--- config.mk ---
export PLATFORM = sky130hd
export DESIGN_NAME = clk_run_ctrl
export DESIGN_NICKNAME = d
export VERILOG_FILES = /design/src/rtl/clk_ctrl_pkg.sv /design/src/rtl/clk_run_ctrl_tick_gen.sv /design/src/rtl/clk_run_ctrl.sv
export SDC_FILE = /design/constraint.sdc
export NUM_CORES = 1
export LEC_CHECK = 0
export CORE_MARGIN = 4
export CORE_UTILIZATION = 45
export CTS_BUF_LIST = sky130_fd_sc_hd__clkbuf_8
export DETAILED_ROUTE_END_ITERATION = 7
export HOLD_SLACK_MARGIN = 0.05
export MAX_ROUTING_LAYER = met4
export PLACE_DENSITY = 0.74
export SLEW_MARGIN = 15
export SYNTH_ARGS = -nofsm -noshare
export SYNTH_HDL_FRONTEND = slang
export SYNTH_HIERARCHICAL = 1
export SYNTH_SLANG_ARGS = --single-unit
export TNS_END_PERCENT = 30
--- constraint.sdc ---
create_clock -name inClk -period 4.3 [get_ports inClk]
set_input_delay 0.43 -clock inClk [delete_from_list [all_inputs] [get_ports inClk]]
set_output_delay 0.43 -clock inClk [all_outputs]
set_load 0.1 [all_outputs]
--- src/rtl/clk_ctrl_pkg.sv ---
// Shared command and state encodings for the run/halt/step clock controller.
package clk_ctrl_pkg;

  typedef enum logic [1:0] {
    OP_HALT   = 2'b00,
    OP_RUN    = 2'b01,
    OP_STEP   = 2'b10,
    OP_SETDIV = 2'b11
  } cmd_op_t;

  typedef enum logic [1:0] {
    ST_HALTED   = 2'b00,
    ST_RUNNING  = 2'b01,
    ST_STEPPING = 2'b10
  } run_state_t;

endpackage

--- src/rtl/clk_run_ctrl_tick_gen.sv ---
// Divide counter producing a registered one-cycle clock-enable pulse every div cycles.
module clk_tick_gen #(
  parameter int unsigned CNT_W = 16
) (
  input  logic             clk_i,
  input  logic             rst_i,
  input  logic             enable_i,
  input  logic             clear_i,
  input  logic [CNT_W-1:0] div_i,
  output logic             tick_o,
  output logic             due_o
);

  logic [CNT_W-1:0] cnt_q, cnt_d;
  logic             tick_q, tick_d;
  logic             wrap;

  // Counter never exceeds div-1, so wrap happens only through this compare.
  assign wrap  = (cnt_q == (div_i - CNT_W'(1)));
  assign due_o = enable_i && wrap;

  always_comb begin
    cnt_d  = '0;
    tick_d = 1'b0;
    if (!clear_i && enable_i) begin
      if (wrap) begin
        tick_d = 1'b1;
      end else begin
        cnt_d = cnt_q + CNT_W'(1);
      end
    end
  end

  always_ff @(posedge clk_i) begin
    if (rst_i) begin
      cnt_q  <= '0;
      tick_q <= 1'b0;
    end else begin
      cnt_q  <= cnt_d;
      tick_q <= tick_d;
    end
  end

  assign tick_o = tick_q;

endmodule

--- src/rtl/clk_run_ctrl.sv ---
// Run/halt/single-step controller gating a divided clock-enable for the core.
module clk_run_ctrl
  import clk_ctrl_pkg::*;
#(
  parameter int unsigned CNT_W   = 16,
  parameter int unsigned DEF_DIV = 1,
  parameter int unsigned STEP_W  = 8
) (
  input  logic             inClk,
  input  logic             inRst,
  input  logic             cmdValid,
  output logic             cmdReady,
  input  logic [1:0]       cmdOp,
  input  logic [CNT_W-1:0] cmdArg,
  output logic             outTick,
  output logic             outHalted,
  output logic             outStepDone,
  output logic [CNT_W-1:0] outDiv
);

  localparam logic [CNT_W-1:0] DIV_RST = (DEF_DIV == 0) ? CNT_W'(1) : CNT_W'(DEF_DIV);

  run_state_t        state_q, state_d;
  logic [STEP_W-1:0] rem_q, rem_d;
  logic [CNT_W-1:0]  div_q, div_d;
  logic              halted_q;
  logic              done_q, done_d;
  cmd_op_t           op;
  logic              accept;
  logic              tick_due;
  logic              gen_enable;

  assign op = cmd_op_t'(cmdOp);

  always_comb begin
    cmdReady = 1'b0;
    unique case (op)
      OP_HALT:   cmdReady = 1'b1;
      OP_RUN:    cmdReady = (state_q != ST_STEPPING);
      OP_STEP:   cmdReady = (state_q == ST_HALTED);
      OP_SETDIV: cmdReady = (state_q == ST_HALTED);
      default:   cmdReady = 1'b0;
    endcase
  end

  assign accept     = cmdValid && cmdReady;
  assign gen_enable = (state_q != ST_HALTED);

  // An accepted command takes priority over a tick due on the same edge.
  always_comb begin
    state_d = state_q;
    rem_d   = rem_q;
    div_d   = div_q;
    done_d  = 1'b0;
    if (accept) begin
      unique case (op)
        OP_HALT: state_d = ST_HALTED;
        OP_RUN:  state_d = ST_RUNNING;
        OP_STEP: begin
          if (cmdArg[STEP_W-1:0] == '0) begin
            done_d = 1'b1;
          end else begin
            state_d = ST_STEPPING;
            rem_d   = cmdArg[STEP_W-1:0];
          end
        end
        OP_SETDIV: div_d = (cmdArg == '0) ? CNT_W'(1) : cmdArg;
        default: ;
      endcase
    end else if (state_q == ST_STEPPING && tick_due) begin
      rem_d = rem_q - STEP_W'(1);
      if (rem_q == STEP_W'(1)) begin
        state_d = ST_HALTED;
        done_d  = 1'b1;
      end
    end
  end

  always_ff @(posedge inClk) begin
    if (inRst) begin
      state_q  <= ST_HALTED;
      rem_q    <= '0;
      div_q    <= DIV_RST;
      halted_q <= 1'b1;
      done_q   <= 1'b0;
    end else begin
      state_q  <= state_d;
      rem_q    <= rem_d;
      div_q    <= div_d;
      halted_q <= (state_d == ST_HALTED);
      done_q   <= done_d;
    end
  end

  clk_tick_gen #(
    .CNT_W(CNT_W)
  ) u_tick_gen (
    .clk_i    (inClk),
    .rst_i    (inRst),
    .enable_i (gen_enable),
    .clear_i  (accept),
    .div_i    (div_q),
    .tick_o   (outTick),
    .due_o    (tick_due)
  );

  assign outHalted   = halted_q;
  assign outStepDone = done_q;
  assign outDiv      = div_q;

endmodule
# After elaboration in Yosys (flattened, before gate mapping)
# Index checks and enable logic that the tools add are counted.
dict set report word_totals {
  reg_bits 45
  latch_bits 0
  ram_bits 0
  mem_bits_ro 0
  inputBits 21
  output_inout_bits 20
  word_cells 54
  memories 0
}
dict set report op_classes {
  add_sub_neg 3
  n_mul 0
  div_mod_pow 0
  n_lt_le_gt_ge 0
  eq_ne 9
  shifts 0
  muxes 17
  n_bitwise 1
  n_reduce_logical 17
}
# operator count
set ops {}
lappend ops {{2-to-1 mux 8 bit} 4}
lappend ops {{adder 16 x 1 -> 16 bit (second input constant)} 1}
lappend ops {{== test 16 bit} 1}
lappend ops {{logical NOT 16 bit} 1}
lappend ops {{2-to-1 mux 16 bit} 1}
lappend ops {{subtractor 16 x 1 -> 16 bit (second input constant)} 1}
lappend ops {{== test 8 x 1 -> 1 bit (second input constant)} 1}
lappend ops {{logical NOT 8 bit} 1}
lappend ops {{2-to-1 mux 2 bit} 4}
lappend ops {{subtractor 8 x 1 -> 8 bit (second input constant)} 1}
lappend ops {{== test 2 bit (second input constant)} 3}
lappend ops {{logical NOT 2 bit} 3}
lappend ops {{2-to-1 mux 1 bit} 6}
lappend ops {{!= test 2 bit (second input constant)} 3}
lappend ops {{case mux 2 bit (3 select lines)} 1}
lappend ops {{logical AND 1 bit} 4}
lappend ops {{nonzero test 2 bit} 2}
lappend ops {{OR reduction 2 bit} 2}
lappend ops {{case mux 1 bit (3 select lines)} 1}
lappend ops {{AND reduction 3 bit} 1}
lappend ops {{OR reduction 3 bit} 1}
lappend ops {{== test 2 x 1 -> 1 bit (second input constant)} 1}
lappend ops {{AND reduction 2 bit} 1}
lappend ops {{logical NOT 1 bit} 1}
lappend ops {{NOT 1 bit} 1}

# Depth between registers and ports, before layout
# Gate-level depths: netlist of the first run.
dict set report depth {
  depth_word 8
  depth_mapped 13
  depth_no_buf 13
}

# Hierarchy
# Netlist of the first run, hierarchy kept.
# mod instances cells_each area_per_inst_um2 seq_area_each_um2
set by_module_without_submodules {}
lappend by_module_without_submodules {clk_run_ctrl 1 172 1471.4 560.5}
lappend by_module_without_submodules {clk_tick_gen 1 155 1360.1 340.3}

# Least setup slack after synthesis of the first run
# Ideal clock, no wire load.
dict set report synth_path {
  path_kind {flip-flop to flip-flop}
  startpoint {register div_q[0] (netlist: outDiv[0])}
  endpoint {register rem_q[1]}
  setup_ps 67
  arrival_time_ps 3614
  required_time_ps 4233
  slack_ps 619
  stages_incl_launch_ff 14
  path_buffers 0
  period_less_slack_ps 3681
  cell_sequence {dfxtp_1 inv_1 ha_1 xor2_1 o211ai_1 a211o_1 a21oi_2 nand3_2 nor4_4 and2_2 and3b_1 a21bo_2 a221o_1 a21oi_2}
}
dict set report synth_between {
  elab_chain_len 6
}
# element line_no
set synth_rtl {}
lappend synth_rtl {{from (decl)} clk_run_ctrl.sv:25} ;# logic [CNT_W-1:0] div_q, div_d;
lappend synth_rtl {{from (signal assigned)} clk_run_ctrl.sv:89} ;# div_q <= div_d;
lappend synth_rtl {{subtractor 16 x 1 -> 16 bit} clk_run_ctrl_tick_gen.sv:19} ;# assign wrap = (cnt_q == (div_i - CNT_W'(1)));
lappend synth_rtl {{== test 16 bit} clk_run_ctrl_tick_gen.sv:19}
lappend synth_rtl {{logical AND 1 bit} clk_run_ctrl_tick_gen.sv:20} ;# assign due_o = enable_i && wrap;
lappend synth_rtl {{net tick_due} clk_run_ctrl.sv:30} ;# logic tick_due;
lappend synth_rtl {{logical AND 1 bit} clk_run_ctrl.sv:70} ;# end else if (state_q == ST_STEPPING && tick_due) begin
lappend synth_rtl {{nonzero test 2 bit (no line)} --}
lappend synth_rtl {{AND reduction 3 bit (no line)} --}
lappend synth_rtl {{to (signal assigned)} clk_run_ctrl.sv:88} ;# rem_q <= rem_d;
lappend synth_rtl {{to (decl)} clk_run_ctrl.sv:24} ;# logic [STEP_W-1:0] rem_q, rem_d;
# The timed path passes the listed nets, and every way through them passes these cells.
# A chain may end at the register's enable or synchronous reset.

# Worst setup path after layout of the first run
dict set report layout_path {
  startpoint {register div_q[0] (netlist: outDiv[0])}
  endpoint {register rem_q[2]}
}
# The elaborated chain is that of the path after synthesis.

==> impl_results.md, run 1 <==
- Antenna diodes: 0
- Hold buffer count at CTS: 0
- CP endpoint kind: flip-flop
- GRT Resource Usage Total: 0.191
- Number of buffers created by CTS: 5
- Global Route met2 Usage: 0.298
- Syn_nets: 352
- Share of cells above drive strength 1: 0.135
- PwrDens: 297 mW/mm^2
- Worst reg2reg endpoint: rem_q[2]
- Synth Cell Area: 0.00283 mm^2
- Max Buffers Root-to-Sink: 2
- CP arrival: 3540 ps
- Synth cell types: 72
- Most used DFF post-synth: dfxtp_1
- Seq/Total Area, Yosys: 0.318
- Worst Path Max Fanout: 18
- Critical path required time: 4500 ps
- Largest net degree at the start of global routing: 30
- Setup crit end: rem_q[2]
- Pwr Total: 1000 uW
- R2R depth: 14
- Clock-pin slew on the worst setup and hold paths: 80 ps
- Vias in the first global route: 2319
- Vias per cell: 5.83
- Number of port buffers: 40
- Min Tclk post-route: 3340 ps
- Worst Hold Class: reg2reg
- Max Cap Viol: 0
- Initial antenna violation count: 0
- Final slew viol count: 0
- Layout area overhead: 19.0%
- Final setup fails: 0
- Status: completed
- Pre-Repair DR Iteration Count: 4
- WL final: 6980 um
- Post-CTS resize count: 0
- Die ar.: 0.00763 mm^2
- Ys Warns: 6
- CTS Sinks: 45
- DR vias: 2549
- Lkg Pwr: 0.00117 uW
- Total negative slack: 0 ps
- Avg Inst Size Synth: 8.66 um^2
- Fmax: 299 MHz
- Residual DRC: 0
- Die X: 87.3 um
- IO Pins: 41
- EDFF count, synth: 0
- RSZ-0062 raised after global routing: no
- Synthesized netlist cell count: 327
- Core region area: 0.00603 mm^2
- Gr busiest metal: met2
- Site row count: 28
- WL per Instance: 16.0 um
- Initial drt markers: 149
- Die height: 87.3 um
- Critical path startpoint: outDiv[0]
- GRT met3 Usage: 0.0218
- Worst flop-to-flop path startpoint: outDiv[0]
- CTS tree: yes
- Grt met1 use: 0.254
- Number of post-CTS setup repair buffers: 0
- Post-DP HPWL: 5270 um
- Maximum vdd drop: 0.177 mV
- Final hold vios: 0
- CTS root buffer: clkbuf_8
- Final Skew: 7.35 ps
- Nets: 387
- First-pass GRT wire length: 11400 um
- CP Launch Type: flip-flop
- Antenna-violating nets left: 0
- Hold WS: 470 ps
- Starting Density: 0.470
- Slew Limit Headroom: 0.333
- Clk_lat worst skew: 290 ps
- Post-route clock period utilization: 0.777
- Grt total ovfl: 0
- Filler cell count in the final layout: 566
- Crit Path Class: reg2reg
- Flop2flop setup slack: 960 ps
- Flops & latches, synth: 45
- Synth async-reset ratio: 0
- Slew @ Worst Pin: 998 ps
- Gpl congestion: 0.895
- CTS H-tree lvls: 2
[power by group]
group,total [uW],internal (uW),switching (uW)
clock,307,169,138
sequential,444,428,16.0
combinational,251,90.9,161
total,1000,688,315
[routing by layer]
| metal | part of all wire | vias to the layer above | routed length (um) |
|---|---|---|---|
| li1 | - | 1247 | - |
| met1 | 0.47 | 1211 | 3290 |
| met2 | 0.47 | 81 | 3260 |
| met3 | 0.047 | 10 | 329 |
| met4 | 0.016 | 0 | 110 |
| met5 | 0 | - | 0 |
[final cells by class]
type,count,area (um^2),area share
multi-input combinational,255,1800,0.535
inverter,12,45.0,0.0134
tap,75,93.8,0.0278
clock buffer,5,68.8,0.0204
timing repair buffer,43,423,0.125
sequential,45,901,0.267
clock inverter,2,35.0,0.0104
[sequential cells by signal (all words and copies together) (netlist names)]
name               cells
outDiv                16
outHalted              1
outStepDone            1
rem_q                  8
state_q                2
u_tick_gen/cnt_q      16
u_tick_gen/tick_o      1
[Yosys cell counts, drive strengths merged (8+ instances only)]
cell | instances | area, um^2
inv | 11 | 41.3
dfxtp | 45 | 901
xor2 | 16 | 140
nor4 | 8 | 95.1
nor2 | 22 | 105
buf | 9 | 58.8
nand2 | 38 | 143
nor3 | 22 | 160
nand3 | 21 | 110
a21oi | 20 | 111
xnor2 | 16 | 148
[cell families after synthesis]
kind of cell    after synthesis  share of synthesized area
buf+inv                      27                     0.0446
mux                           7                     0.0252
xor+xnor                     32                      0.102
fa+ha+maj                     4                     0.0177
flops                        45                      0.318
compound gates               59                      0.160
simple gates                153                      0.333
[critical path, cell delays in order, from the launching register on]
cell      delay [ps]
dfxtp_1          440
inv_1             70
ha_1             310
xor2_1           160
o211ai_1         100
a211o_1          290
a21oi_2          120
nand3_2          100
nor4_4           200
buf_4            290
and2_2           180
and3b_1          200
a21boi_1         360
nor2_2           140
o32ai_1          300
[through the flow]
| stage | area (um^2) | worst slack (ps) | utilization | instances |
|---|---|---|---|---|
| 4_1_cts | 3370 | 948 | 0.559 | 437 |
| 6_report | 3370 | 958 | 0.559 | 437 |
| 2_1_floorplan | 2830 | 619 | - | 327 |
| 3_5_place_dp | 3270 | 972 | 0.542 | 430 |
| 5_1_grt | 3370 | 705 | 0.559 | 437 |
| 3_3_place_gp | 3270 | 1160 | 0.542 | 430 |
[how the worst min path moves through the flow]
stage                    end     start  cells after the start
floorplan           rem_q[7]  rem_q[7]                      2
global placement    rem_q[7]  rem_q[7]                      2
detailed placement  rem_q[4]  rem_q[4]                      2
CTS                 rem_q[4]  rem_q[4]                      2
global route        rem_q[7]  rem_q[7]                      2
finish              rem_q[4]  rem_q[4]                      2
[cell usage in the layout (no fill, tap or decap), types with 3 or more instances in the layout]
cell	instances
nand3_1	20
nor3_1	12
clkbuf_8	5
clkdlybuf4s50_1	40
o32ai_1	6
xnor2_1	15
or2_1	3
and3_1	4
a31oi_1	4
nor2_2	3
xor2_1	16
nand3b_1	5
nor4_4	3
nor2_1	17
nor3b_1	3
nand2b_1	4
mux2i_1	6
inv_1	10
a21oi_1	17
nor4_1	5
buf_4	3
a21oi_2	3
nor3_2	10
a22oi_1	3
ha_1	4
nor2b_1	3
dfxtp_1	45
nand2_1	38
No activity file was read; power rests on OpenSTA's default activity.
==> run 2, diff against run 1 <==
Settings changed: PLACE_DENSITY 0.74 to 0.77.
Clock period 4.3 ns to 2.9 ns, I/O delays scaled along.
==> run 2 against run 1 <==
  * Critical path depth fell by 1
  * Highest routed layer unchanged
  * Combinational power is 53% higher
  * Cell count is 2.3% higher
  * Routed wire length down 2.0%
==> impl_results.md, run 2 (synthesized netlist as in run 1, its figures left out) <==
- Status: completed
- Comb power frac: 0.261
- RSZ-0062 raised after global routing: yes
- Site row count: 28
- Die height: 87.3 um
- Post-DP HPWL: 5260 um
- Final core occ: 0.577
- Vias per cell: 5.68
- Pre-Repair DR Iteration Count: 4
- Number of port buffers: 40
- CP endpoint kind: flip-flop
- Cell family contributing the most delay on the critical path: simple AND/OR/NAND/NOR gates
- Worst Hold Class: reg2reg
- Slew @ Worst Pin: 589 ps
- Largest net degree at the start of global routing: 21
- Total negative slack: 0 ps
- Max Buffers Root-to-Sink: 2
- Initial drt markers: 119
- PwrDens: 425 mW/mm^2
- Met1 wire length: 3050 um
- Max Cap Viol: 0
- Final setup fails: 0
- Fmax: 352 MHz
- Final slew viol count: 0
- Final hold vios: 0
- Grt total ovfl: 0
- Lkg Pwr: 0.00126 uW
- Top Layer Used: met4
- FF+latch area: 926 um^2
- DR vias: 2538
- CP max stage delay: 370 ps
- DP Area: 0.00333 mm^2
- Post-route cell area: 0.00348 mm^2
- Crit Path Class: reg2reg
- Number of buffers created by CTS: 5
- WL per Instance: 15.3 um
- First-pass GRT wire length: 11800 um
- Clk_lat worst skew: 320 ps
- Worst slack at placement: 38.1 ps
- Hold buffer count at CTS: 0
- Area of the multi-input gates: 0.00187 mm^2
- Nets: 396
- Clock-pin slew on the worst setup and hold paths: 100 ps
- Worst path bufs/invs: 1
- Critical path required time: 3150 ps
- Reg power frac: 0.443
- Post-route clock period utilization: 0.980
- Initial antenna violation count: 0
- Switching Fraction: 0.353
- Maximum vdd drop: 0.213 mV
- DR WL met2: 3320 um
- Vias in the first global route: 2460
- GRT Resource Usage Total: 0.198
- Filler cell count in the final layout: 571
- Worst Path Max Fanout: 7
- Antenna diodes: 0
- Critical Path Slowest Stage Cell: dfxtp_4
- CP arrival: 3090 ps
- Clk pwr share: 0.296
- Antenna-violating nets left: 0
- Layout area overhead: 22.8%
- Switch Pwr: 521 uW
- Die X: 87.3 um
- Min Tclk post-route: 2840 ps
- Core region area: 0.00603 mm^2
- CTS tree: yes
- Starting Density: 0.470
- CTS H-tree lvls: 2
- Pwr Total: 1480 uW
- Internal power: 957 uW
- Number of post-CTS setup repair buffers: 0
- CTS root buffer: clkbuf_8
- Gpl congestion: 0.889
- IO Pins: 41
- CTS Sinks: 45
- Slew Limit Headroom: 0.607
- Most common cell after layout, fill and taps aside: nand2_1
- DR WL met3: 349 um
- Flop2flop setup slack: 60 ps
- Share of cells above drive strength 1: 0.280
- Final Skew: 12.0 ps
- Residual DRC: 0
- CP Cell Sequence: inv_2 -> ha_4 -> nor2b_4 -> nand3b_4 -> or3_4 -> xnor2_2 -> nand3_2 -> nor4_4 -> and2_4 -> and3b_2 -> a21bo_4 -> a221o_1 -> a21oi_2
- Most frequent cells in the layout: 38 x nand2_1, 31 x buf_4, 29 x dfxtp_1, 20 x nand3_1, 20 x clkdlybuf4s50_1
- PnR worst setup slack: 58.8 ps
- Die ar.: 0.00763 mm^2
- WL final: 6840 um
- CP Launch Type: flip-flop
[run 2: path summary, 6_finish.rpt]
check,start,end,cells past startpoint
max reg2reg,outDiv[0],rem_q[1],13
min reg2reg,rem_q[4],rem_q[4],2
max,outDiv[0],rem_q[1],13
min,rem_q[4],rem_q[4],2
[run 2: timing repair]
action,in CTS,in global routing
endpoints found under the hold margin,0,0
resized for setup,0,9
endpoints found under the setup margin,0,8
[run 2: area by class of cell]
type / count / share of cell area
Clock buffer: 5 / 0.0198
Multi-Input combinational cell: 255 / 0.538
Tap cell: 75 / 0.0270
Clock inverter: 3 / 0.00828
Timing Repair Buffer: 52 / 0.128
Inverter: 12 / 0.0130
Sequential cell: 45 / 0.266
[run 2: tightest hold or removal path: stages (launching register included)]
cell and delay (ps):
dfxtp_1 320, nand2_1 60, o32ai_2 60
[run 2: metrics by stage]
step / hold slack (ps) / cells
4_1_cts: 471 / 447
3_3_place_gp: 443 / 439
5_1_grt: 510 / 447
2_1_floorplan: 418 / 327
3_5_place_dp: 455 / 439
6_report: 484 / 447
[run 2: per-layer routing]
layer	up-vias	GRT usage
met4	0	0.0656
met3	13	0.0378
met5	-	-
li1	1265	-
met2	64	0.313
met1	1196	0.253
[run 2: power by group through the flow]
stage / logic [uW] / clock network [uW] / registers, uW
2_1_floorplan: 212 / 0 / 736
3_3_place_gp: 375 / 0 / 668
3_5_place_dp: 378 / 0 / 668
4_1_cts: 379 / 448 / 654
5_1_grt: 414 / 479 / 658
6_report: 385 / 438 / 655
==> run 3, diff against run 2 <==
Settings changed: CAP_MARGIN from default to 20, SLEW_MARGIN 15 to default.
==> results of run 3 <==
Same layout as run 2: the final DEF is identical, and so are final timing and power.
